$ cat src/rtl/ex_muldiv.sv
// ex_muldiv: EX-stage multi-cycle MULT/MULTU/DIV/DIVU unit producing HI/LO and a pipeline stall.
// Define MULDIV_FAST_MUL_EN for a single-cycle multiply; divide always iterates DIV_CYCLES cycles.
module ex_muldiv #(
    parameter int DIV_CYCLES = 32
) (
    input  logic        clk,
    input  logic        resetn,
    input  logic        ex_start,
    input  logic [1:0]  ex_op,
    input  logic [31:0] ex_A,
    input  logic [31:0] ex_B,
    input  logic        flush,
    output logic        busy,
    output logic        done,
    output logic [31:0] hi_o,
    output logic [31:0] lo_o
);
    localparam int CW = $clog2(DIV_CYCLES);
    typedef enum logic [1:0] {S_IDLE, S_CALC, S_DONE} state_t;
    state_t      r_state;
    logic [CW-1:0] r_count;
    logic        r_div, r_neg, r_neg_a;
    logic [31:0] r_a, r_b, r_hi, r_lo;
    logic [63:0] r_acc;
    logic        w_sgn, w_accept, w_last;
    logic [31:0] w_a_mag, w_b_mag, w_q, w_r, w_hi_nxt, w_lo_nxt;
    logic [32:0] w_sub;
    logic [63:0] w_div_nxt, w_acc_nxt, w_prod;
    assign w_sgn    = ~ex_op[0];
    assign w_a_mag  = (w_sgn && ex_A[31]) ? -ex_A : ex_A;
    assign w_b_mag  = (w_sgn && ex_B[31]) ? -ex_B : ex_B;
    assign w_accept = (r_state == S_IDLE) && ex_start && !flush;
    assign busy     = w_accept || (r_state == S_CALC);
    assign done     = r_state == S_DONE;
    assign hi_o     = r_hi;
    assign lo_o     = r_lo;
    // Restoring step: r_acc = {partial remainder, dividend bits shifting out / quotient bits shifting in}
    assign w_sub     = r_acc[63:31] - {1'b0, r_b};
    assign w_div_nxt = w_sub[32] ? {r_acc[62:31], r_acc[30:0], 1'b0} : {w_sub[31:0], r_acc[30:0], 1'b1};
`ifdef MULDIV_FAST_MUL_EN
    assign w_acc_nxt = r_div ? w_div_nxt : {32'b0, r_a} * {32'b0, r_b};
    assign w_last    = r_div ? (r_count == CW'(DIV_CYCLES - 1)) : 1'b1;
`else
    logic [32:0] w_add;
    assign w_add     = {1'b0, r_acc[63:32]} + (r_acc[0] ? {1'b0, r_a} : 33'd0);
    assign w_acc_nxt = r_div ? w_div_nxt : {w_add, r_acc[31:1]};
    assign w_last    = r_count == CW'(DIV_CYCLES - 1);
`endif
    assign w_prod   = r_neg ? -w_acc_nxt : w_acc_nxt;
    assign w_q      = r_neg ? -w_acc_nxt[31:0] : w_acc_nxt[31:0];
    assign w_r      = r_neg_a ? -w_acc_nxt[63:32] : w_acc_nxt[63:32];
    // Divide by zero returns all-ones quotient and the raw dividend, rebuilt from its magnitude
    assign w_hi_nxt = !r_div ? w_prod[63:32] : (r_b == 32'd0) ? (r_neg_a ? -r_a : r_a) : w_r;
    assign w_lo_nxt = !r_div ? w_prod[31:0] : (r_b == 32'd0) ? 32'hFFFF_FFFF : w_q;
    always_ff @(posedge clk or negedge resetn) begin
        if (!resetn) begin
            r_state <= S_IDLE;
            r_count <= '0;
            r_div   <= 1'b0;
            r_neg   <= 1'b0;
            r_neg_a <= 1'b0;
            r_a     <= 32'd0;
            r_b     <= 32'd0;
            r_acc   <= 64'd0;
            r_hi    <= 32'd0;
            r_lo    <= 32'd0;
        end else begin
            case (r_state)
                S_IDLE: if (w_accept) begin
                    r_state <= S_CALC;
                    r_count <= '0;
                    r_div   <= ex_op[1];
                    r_neg   <= w_sgn & (ex_A[31] ^ ex_B[31]);
                    r_neg_a <= w_sgn & ex_A[31];
                    r_a     <= w_a_mag;
                    r_b     <= w_b_mag;
                    r_acc   <= {32'd0, ex_op[1] ? w_a_mag : w_b_mag};
                end
                S_CALC: if (flush) begin
                    r_state <= S_IDLE;
                end else begin
                    r_acc   <= w_acc_nxt;
                    r_count <= r_count + 1'b1;
                    if (w_last) begin
                        r_state <= S_DONE;
                        r_hi    <= w_hi_nxt;
                        r_lo    <= w_lo_nxt;
                    end
                end
                default: r_state <= S_IDLE;
            endcase
        end
    end
endmodule
$ cat config.mk
export PLATFORM = sky130hd
export DESIGN_NAME = ex_muldiv
export DESIGN_NICKNAME = d
export VERILOG_FILES = /design/src/rtl/ex_muldiv.sv
export SDC_FILE = /design/constraint.sdc
export NUM_CORES = 1
export LEC_CHECK = 0
export CAP_MARGIN = 25
export CELL_PAD_IN_SITES_DETAIL_PLACEMENT = 1
export CELL_PAD_IN_SITES_GLOBAL_PLACEMENT = 1
export CORE_ASPECT_RATIO = 0.5
export CORE_MARGIN = 4
export CORE_UTILIZATION = 49
export CTS_CLUSTER_DIAMETER = 120
export DETAILED_ROUTE_END_ITERATION = 10
export PLACE_DENSITY = 0.95
export RECOVER_POWER = 100
export SYNTH_ARGS = -nofsm -noshare
export SYNTH_HDL_FRONTEND = slang
export SYNTH_SLANG_ARGS = --single-unit
$ cat constraint.sdc
create_clock -name clk -period 11.8 [get_ports clk]
set_clock_uncertainty 0.15 [all_clocks]
set_input_delay 2.36 -clock clk [delete_from_list [all_inputs] [get_ports clk]]
set_output_delay 2.36 -clock clk [all_outputs]
set_load 0.005 [all_outputs]
==> results.py <==
metrics = {
    "run_status": {
        "status": "complete, but fails checks",
        "violations": "capacitance limit, slew limit",
    },
    "floorplanning": {
        "dieArea_mm2": 0.03894,
        "die_x_um": 275.1,
        "fp.coreArea_mm2": 0.03483,
        "die_h_um": 141.5,
        "ioPinCount": 136,
        "start_util_pct": 50.17,
        "row_count": 48,
    },
    "clocking": {
        "clkLatencyLatePin_ns": 0.56,
        "clkTransAtPathRegs_ns": 0.06,
        "htreeDepth": 1,
        "holdBufCountCts": 0,
        "cts_root_buffer": "clkbuf_16",
        "clkSinkCount": 202,
        "cts-resized-gates": 0,
        "post_cts_buffers": 0,
        "cts_tree": "done",
        "cts-buffers-inserted": 22,
        "clockBufferDepth": 3,
    },
    "drt": {
        "wirelength_mm": 75.10,
        "drtIter0Drc": 2320,
        "wire_per_inst_um": 27.11,
        "drc_errors": 0,
        "first_pass_iters": 6,
        "via_count": 18930,
        "vias_per_cell": 6.835,
        "ant_nets": 0,
    },
    "power": {
        "p_leak_uw": 0.008465,
        "power_density_mw_per_mm2": 240.2,
        "peakVddDrop_mv": 0.1225,
        "finalPower_uw": 4771,
    },
    "timing": {
        "timing.fmax_mhz": 108.9,
        "drv_slew": 509,
        "hold_viol": 0,
        "hold-worst-slack_ns": 0.3310,
        "setup_viol": 0,
        "slew-limit-headroom_pct": -155.7,
        "rsz0062_at_grt": "false",
        "post-route-period-util_pct": 77.84,
        "fin_crit_ns": 9.185,
        "tightestPinTransition_ns": 3.836,
        "final.setup.tns_ns": 0,
    },
    "synthesis": {
        "ys_seq_area_share_pct": 28.92,
        "synth_area_per_cell_um2": 7.887,
        "synth_edf_count": 0,
        "synth_flop_cell": "dfrtp_1",
        "synthesis.area_mm2": 0.01748,
        "yosysUniqueCellTypes": 90,
        "synthArstFlopShare_pct": 100.0,
        "netlist_instances": 2216,
        "yosys_warnings": 0,
        "ys_ff_latch": 202,
        "syn-num-nets": 2359,
    },
    "layout": {
        "finalNonFillerCells": 2770,
        "final_area_mm2": 0.01986,
        "syn_to_final_growth_pct": 13.66,
        "layout_common_cells": "nand2_1, o21ai_0, dfrtp_1",
        "final_common_cell": "nand2_1",
        "nets": 2422,
        "nFillCells": 4240,
        "drive_gt1_share_pct": 4.403,
    },
    "placed_design": {
        "place_area_mm2": 0.01911,
        "dp.cells": 2724,
        "hpwlAfterDp_mm": 55.57,
        "place_congestion": 1.008,
        "port_buffers": 135,
    },
    "min_path": {
        "hold_class": "flip-flop to flip-flop",
    },
    "grt": {
        "grt-ovfl-total": 0,
        "grt_use_total_pct": 37.39,
        "first_global_vias": 19270,
        "grt_start_max_net_pins": 83,
        "grt_pass1_wl_mm": 113.6,
        "antenna_found_initial": 3,
    },
    "worst_setup_path": {
        "crit_top_cell": "clkbuf_1",
        "crit_buf_inv": 5,
        "crit_fanout": 47,
        "crit_arrival_ns": 9.50,
        "critPathLaunchType": "primary input",
        "cp_top_family": "buffers and inverters",
        "max_stage_delay_ns": 1.88,
        "cp_slowest_cell": "clkbuf_1",
        "cp_cell_sequence": "dlygate4sd3_1 -> nor2_1 -> clkbuf_1 -> nand2_1 -> clkbuf_1 -> clkinv_1 -> clkbuf_1 -> nand2_1 -> nor2_1 -> a221o_1 -> a221o_1",
        "worst-setup-path-type": "primary input to flip-flop",
        "crit_required_ns": 12.12,
        "end_kind": "flip-flop",
    },
    "run": {
        "drv_cap": 10,
    },
}
sequential cells by signal, summed over array words and instances (netlist names):
name and cells:
r_acc 64, hi_o 32, lo_o 32, r_a 32, r_b 32, r_count 5, r_state 2, r_div 1
r_neg 1, r_neg_a 1
report_power, final:
part / switching [uW] / internal (uW) / leakage, uW
Clock: 329 / 415 / 0.000368
Sequential: 250 / 825 / 0.00259
Combinational: 1890 / 1060 / 0.00551
cells by family (layout without fill, tap and decap cells):
group / after synthesis / after routing / share of synthesized area (%)
AO/OA/AOI/OAI: 740 / 740 / 27.48
AND/OR/NAND/NOR: 728 / 728 / 19.48
XOR/XNOR: 216 / 216 / 10.82
flip-flops: 202 / 202 / 28.92
buffers and inverters: 198 / 276 / 4.439
adder cells (fa/ha/maj): 73 / 73 / 5.312
multiplexers: 59 / 59 / 3.537
other: 0 / 1 / 0
stage by stage:
stage	utilization [%]	worst slack, ns
floorplan	-	5.858
global placement	54.87	4.804
detailed placement	54.87	4.794
CTS	57.00	4.788
global route	57.02	2.344
finish	57.03	2.615
final cells by class:
| class | instances | area [um^2] | share of cell area [%] |
|---|---|---|---|
| multi-input cells | 1816 | 11620 | 58.52 |
| flip-flops and latches | 202 | 5059 | 25.47 |
| repair buffers | 162 | 1562 | 7.861 |
| clock buffers | 30 | 620.6 | 3.124 |
| well taps | 475 | 594.3 | 2.992 |
| inverters | 75 | 281.5 | 1.417 |
| clock inverters | 9 | 120.1 | 0.6047 |
| diodes | 1 | 2.502 | 0.01260 |
Yosys cell counts, drive strengths merged, types with 20 or more instances:
library cell	number	area share, %
nand2	287	6.2
o21ai	244	7.0
dfrtp	202	29
nor2	181	3.9
a21oi	160	4.6
xnor2	118	5.9
clkbuf	103	2.2
xor2	98	4.9
inv	73	1.6
ha	71	5.1
mux2i	49	2.8
nor3	44	1.3
o31ai	40	1.7
and2	38	1.4
o22a	32	1.6
a21o	31	1.3
a211oi	29	1.3
nor4	29	1.2
a31oi	28	1.1
nand4	26	0.93
a22o	25	1.3
or3	24	0.86
buf	20	0.62
nand3	20	0.57
worst register-to-register path, stage by stage, from the launching register on:
cell      delay, ns
dfrtp_1        0.45
nand2b_1       0.31
buf_4          0.28
nor2_1         0.13
clkbuf_1       1.39
nand2_1        0.14
clkbuf_1       0.77
clkinv_1       0.19
clkbuf_1       1.88
nand2_1        0.98
nor2_1         0.64
a221o_1        0.26
a221o_1        0.17
worst paths after layout:
check	start	to	slack (ns)	cells past startpoint
min in group asynchronous	resetn	r_acc[7]	2.96	1
worst min-delay path	hi_o[30]	hi_o[30]	0.33	2
worst max-delay path	flush	hi_o[29]	2.62	11
max in group asynchronous	resetn	r_a[11]	3.51	4
worst max register to register	r_state[1]	hi_o[29]	3.98	12
worst min register to register	hi_o[30]	hi_o[30]	0.33	2
metal layers:
metal  GRT usage, %  wire (um)  vias to the layer above
met5              0         23                        -
met4          16.52       4038                        4
met3          7.418       7017                      299
met2          60.86      33860                     1078
met1          48.67      30160                     9410
li1               -          -                     8143
(Power assumes the default switching activity.)
